--- config.mk ---
export PLATFORM = sky130hd
export DESIGN_NAME = load_store_unit
export DESIGN_NICKNAME = d
export VERILOG_FILES = /design/src/rtl/load_store_unit.sv
export SDC_FILE = /design/constraint.sdc
export NUM_CORES = 1
export LEC_CHECK = 0
export ABC_AREA = 1
export CORE_MARGIN = 4
export CORE_UTILIZATION = 53
export CTS_BUF_LIST = sky130_fd_sc_hd__clkbuf_4 sky130_fd_sc_hd__clkbuf_8
export CTS_CLUSTER_DIAMETER = 60
export DETAILED_ROUTE_END_ITERATION = 6
export PLACE_DENSITY_LB_ADDON = 0.08
export SYNTH_ARGS = -nofsm -noshare
export SYNTH_HDL_FRONTEND = slang
export SYNTH_SLANG_ARGS = --single-unit
export TNS_END_PERCENT = 10
--- constraint.sdc ---
create_clock -name CLK -period 5.55 [get_ports CLK]
set_clock_uncertainty 0.2 [all_clocks]
set_input_delay 0.8325 -clock CLK [delete_from_list [all_inputs] [get_ports CLK]]
set_output_delay 0.8325 -clock CLK [all_outputs]
set_load 0.02 [all_outputs]
--- src/rtl/load_store_unit.sv ---
// Multi-cycle load/store unit between the datapath and a word-organised data memory.
// Optional macro LSU_MISALIGN_FAULT_EN: fault misaligned halfword/word accesses instead of aligning them.
module load_store_unit #(
  parameter int MEM_WORDS = 128,
  parameter int IDX_W     = 7
) (
  input  logic        CLK,
  input  logic        Reset,
  input  logic        Start,
  input  logic        IsStore,
  input  logic [1:0]  Size,
  input  logic        SignExt,
  input  logic [31:0] Addr,
  input  logic [31:0] WD,
  output logic        Busy,
  output logic        Done,
  output logic        Fault,
  output logic [31:0] LoadData,
  output logic [31:0] MemAddr,
  output logic        MemWE,
  output logic [31:0] MemWD,
  input  logic [31:0] MemRD
);

  typedef enum logic [2:0] {
    S_IDLE,
    S_ACCESS,
    S_WRITE,
    S_DONE,
    S_FAULT
  } state_t;

  state_t      state, state_next;
  logic        is_store_q;
  logic [1:0]  size_q;
  logic        sign_ext_q;
  logic [31:0] addr_q;
  logic [31:0] wd_q;
  logic [31:0] merge_q;
  logic [31:0] load_data_q;

  logic        illegal;
  logic        sub_word_store;
  logic [7:0]  byte_lane;
  logic [15:0] half_lane;
  logic [31:0] load_value;
  logic [31:0] merged;

  // Request legality is judged on the live inputs so a bad request faults one cycle after Start.
  always_comb begin
    illegal = (Size == 2'b11)
            | (|Addr[31:IDX_W+2])
            | ({1'b0, Addr[IDX_W+1:2]} >= (IDX_W+1)'(MEM_WORDS));
`ifdef LSU_MISALIGN_FAULT_EN
    if (Size == 2'b01 && Addr[0])
      illegal = 1'b1;
    if (Size == 2'b10 && (|Addr[1:0]))
      illegal = 1'b1;
`endif
  end

  // Lane selection ignores the low bits that do not belong to the access size, which
  // also realigns misaligned requests when they are not faulted.
  always_comb begin
    byte_lane  = MemRD[{addr_q[1:0], 3'b000} +: 8];
    half_lane  = MemRD[{addr_q[1], 4'b0000} +: 16];
    load_value = MemRD;
    case (size_q)
      2'b00:   load_value = {{24{sign_ext_q & byte_lane[7]}}, byte_lane};
      2'b01:   load_value = {{16{sign_ext_q & half_lane[15]}}, half_lane};
      default: load_value = MemRD;
    endcase
  end

  always_comb begin
    merged = merge_q;
    case (size_q)
      2'b00:   merged[{addr_q[1:0], 3'b000} +: 8] = wd_q[7:0];
      2'b01:   merged[{addr_q[1], 4'b0000} +: 16] = wd_q[15:0];
      default: merged = merge_q;
    endcase
  end

  assign sub_word_store = is_store_q & (size_q != 2'b10);

  always_ff @(posedge CLK) begin
    if (Reset) begin
      state       <= S_IDLE;
      is_store_q  <= 1'b0;
      size_q      <= '0;
      sign_ext_q  <= 1'b0;
      addr_q      <= '0;
      wd_q        <= '0;
      merge_q     <= '0;
      load_data_q <= '0;
    end else begin
      state <= state_next;
      case (state)
        S_IDLE: begin
          if (Start) begin
            is_store_q <= IsStore;
            size_q     <= Size;
            sign_ext_q <= SignExt;
            addr_q     <= Addr;
            wd_q       <= WD;
          end
        end
        S_ACCESS: begin
          if (!is_store_q)
            load_data_q <= load_value;
          else if (sub_word_store)
            merge_q <= MemRD;
        end
        default: ;
      endcase
    end
  end

  always_comb begin
    state_next = state;
    Busy       = (state != S_IDLE);
    Done       = 1'b0;
    Fault      = 1'b0;
    MemWE      = 1'b0;
    MemWD      = '0;
    case (state)
      S_IDLE: begin
        if (Start)
          state_next = illegal ? S_FAULT : S_ACCESS;
      end
      S_ACCESS: begin
        if (sub_word_store) begin
          state_next = S_WRITE;
        end else begin
          state_next = S_DONE;
          if (is_store_q) begin
            MemWE = ~Reset;
            MemWD = wd_q;
          end
        end
      end
      S_WRITE: begin
        MemWE      = ~Reset;
        MemWD      = merged;
        state_next = S_DONE;
      end
      S_DONE: begin
        Done       = 1'b1;
        state_next = S_IDLE;
      end
      S_FAULT: begin
        Done       = 1'b1;
        Fault      = 1'b1;
        state_next = S_IDLE;
      end
      default: state_next = S_IDLE;
    endcase
  end

  assign LoadData = load_data_q;
  assign MemAddr  = {2'b00, addr_q[31:2]};

endmodule

==> run_results.csv <==
group,metric,value,unit
worst_setup_path,required,4.52,ns
sta,hold_ws,0.248,ns
sta,tightest_slew,0.979,ns
synth,synth-seq-cells,135,
pwr,leakagePower,3.56,nW
sta,setup-violations-final,0,
worst_setup_path,critPathMaxFanout,14,
worst_setup_path,critPathSlowestCell,"clkdlybuf4s50_1",
sta,fin_crit,4.35,ns
grt,grt_pass1_vias,6887,
synth,syn_inst,1023,
sta,period_share,0.783,
final_layout,fillers,1123,
sta,setup_tns,0,ns
pwr,p_per_area,249,nW/um^2
routing,viasPerCell,5.61,
sta,final-hold-violation-count,0,
sta,rsz0062_at_grt,"no",
place,hpwl,16100,um
die,num_rows,41,
sta,finalMaxSlewViolations,0,
worst_setup_path,worstPathCellList,"inv_1, ha_1, inv_1, nand3_1, o21ai_0, nand2_1, nand3_1, nand2_1, o21ai_0, clkdlybuf4s50_1",
clocking,cts.path.max_buffers,2,
grt,grt_max_degree,58,
sta,timing.fmax,230,MHz
clocking,ctsHoldBuffers,0,
status,status,"finished, final reports clean",
routing,vias,7529,
worst_setup_path,cp_slowest_stage_delay,0.66,ns
grt,overflow,0,
final_layout,drive_above_1_share,0.0556,
final_layout,area_growth,31.8,%
clocking,cts.sinks,135,
clocking,cts_tree,"yes",
pwr,vdd_drop_max,0.178,mV
synth,syn_area,6950,sq um
sta,relSlewSlack,0.345,
die,ioPinCount,203,
die,dieArea,15000,sq um
routing,drt_pass1_iterations,5,
die,core_area,12700,sq um
clocking,clk_latency,0.45,ns
clocking,ctsResizeCount,0,
grt,grt_pass1_wl,35500,um
place,gp_congestion,1.01,
grt,grt_use_total,0.298,
clocking,cts.htree.levels,4,
clocking,ctsRootBufferMaster,"clkbuf_8",
die,die_h,123,um
routing,drc,0,
clocking,numCtsBuffers,17,
final_layout,insertedDiodeCount,0,
routing,routed_wl,22700,um
synth,ys_types,31,
synth,synth-seq-area-share,0.389,
synth,avgSynthCellArea,6.80,sq um
clocking,clk_pin_slew,0.07,ns
place,port_buffers,200,
worst_setup_path,start_kind,"flip-flop",
flow_run,max_cap_violations,0,
grt,antenna_found_initial,0,
worst_setup_path,worst-r2r-setup-slack,2.67,ns
worst_setup_path,cp.arrival,3.31,ns
worst_setup_path,endpoint_kind,"primary output",
routing,initialDrtViolationCount,841,
routing,wl_per_cell,16.9,um
worst_setup_path,crit_type,"flip-flop to primary output",
die,die_w,123,um
routing,final_antenna_net_count,0,
synth,ys_warn_count,0,
final_layout,nets,1264,
die,start_util,0.546,
clocking,postCtsSetupBuffers,0,
hold_path,hold_class,"flip-flop to flip-flop",
registers in the layout, summed over array words and instances, names as in the netlist:
name / flops
state: 3
is_store_q: 1
LoadData: 32
addr_q: 32
size_q: 2
sign_ext_q: 1
merge_q: 32
wd_q: 32
final timing paths:
kind / from / to / cells past startpoint
max: addr_q[0] / MemWD[10] / 10
min: wd_q[29] / wd_q[29] / 2
max reg2reg: state[0] / size_q[1] / 8
min reg2reg: wd_q[29] / wd_q[29] / 2
kinds of logic (layout without fill, tap and decap cells):
kind of cell / count (synthesis) / after routing / synth area share
other: 1 / 2 / 0.000539
adder cells (fa/ha/maj): 5 / 5 / 0.00900
flip-flops: 135 / 135 / 0.389
AO/OA/AOI/OAI: 359 / 359 / 0.273
buffers and inverters: 182 / 327 / 0.120
AND/OR/NAND/NOR: 341 / 341 / 0.208
area by class of cell:
| cell class | count | area [sq um] | area share |
|---|---|---|---|
| Multi-Input combinational cell | 707 | 3420 | 0.373 |
| Sequential cell | 135 | 2700 | 0.295 |
| Timing Repair Buffer | 211 | 2080 | 0.227 |
| Inverter | 84 | 315 | 0.0344 |
| Clock buffer | 21 | 283 | 0.0309 |
| Tap cell | 172 | 215 | 0.0235 |
| Clock inverter | 11 | 145 | 0.0158 |
layer usage:
layer | track usage | routed length [um] | vias up
met5 | 0 | 0 | -
met3 | 0.0793 | 2200 | 40
li1 | - | - | 3679
met2 | 0.460 | 10300 | 358
met4 | 0.0945 | 523 | 0
met1 | 0.407 | 9640 | 3452
report_power, final:
| group | switching (mW) | leakage, nW | internal [mW] |
|---|---|---|---|
| Sequential | 0.0259 | 1.10 | 1.00 |
| Combinational | 0.221 | 2.25 | 0.152 |
| Clock | 0.392 | 0.212 | 0.486 |
| Total | 0.639 | 3.56 | 1.64 |
cells in the final DEF (no fill, tap or decap):
master,netlist,final
bufinv_16,0,3
nand2_1,168,167
nor3_4,1,1
clkbuf_4,0,1
a21boi_0,1,1
nor3_1,1,1
buf_4,36,11
o221ai_1,3,3
clkinvlp_4,0,3
inv_1,78,77
o211ai_1,20,20
nand3_2,1,1
a21oi_1,179,179
nor2_4,1,1
ha_1,5,5
nor2_2,4,5
clkbuf_8,0,20
a21oi_4,1,1
o21ai_1,6,6
o21ai_0,140,140
o2111ai_1,2,2
clkinv_2,0,3
o21a_1,1,1
inv_6,0,2
clkdlybuf4s50_1,0,199
inv_2,6,7
buf_2,14,1
nand4_1,15,15
conb_1,1,2
o31ai_1,5,5
nand3_1,69,69
nor2_1,78,77
a21oi_2,1,1
dfxtp_1,135,135
nand2_2,2,3
or2_2,1,1
stage by stage:
stage	std cells	worst slack [ns]	cell area [sq um]	power, mW	utilization
3_3_place_gp	1309	1.79	8730	1.41	0.687
6_report	1341	1.20	9160	2.28	0.720
2_1_floorplan	1024	2.34	6960	1.27	-
5_1_grt	1341	1.02	9160	2.37	0.720
3_5_place_dp	1309	1.79	8730	1.42	0.687
4_1_cts	1341	1.28	9160	2.28	0.720
synth_stat cells:
cell type / instances / share of area
dfxtp_1: 135 / 0.39
nand2_1: 168 / 0.091
buf_1: 3 / 0.0016
o211ai_1: 20 / 0.022
nor2_4: 1 / 0.0016
o221ai_1: 3 / 0.0038
or2_2: 1 / 0.00090
o21a_1: 1 / 0.0011
nor3_4: 1 / 0.0023
inv_2: 6 / 0.0032
nand2_2: 2 / 0.0018
clkbuf_1: 45 / 0.024
o21ai_0: 140 / 0.10
o31ai_1: 5 / 0.0054
a21oi_4: 1 / 0.0023
conb_1: 1 / 0.00054
o21ai_1: 6 / 0.0043
a21boi_0: 1 / 0.0011
buf_2: 14 / 0.010
buf_4: 36 / 0.039
nand4_1: 15 / 0.013
o2111ai_1: 2 / 0.0025
inv_1: 78 / 0.042
ha_1: 5 / 0.0090
a21oi_2: 1 / 0.0013
a21oi_1: 179 / 0.13
nand3_2: 1 / 0.0014
nor3_1: 1 / 0.00072
nor2_2: 4 / 0.0036
nor2_1: 78 / 0.042
nand3_1: 69 / 0.050
worst max-delay path: cells and delay by family (launching register included):
kind                     cells  cell delay, ns
adder cells (fa/ha/maj)      1            0.36
buffers and inverters        3            1.19
flip-flops                   1            0.60
AND/OR/NAND/NOR              4            0.37
AO/OA/AOI/OAI                2            0.34
Power figures use the tool's default switching activity.
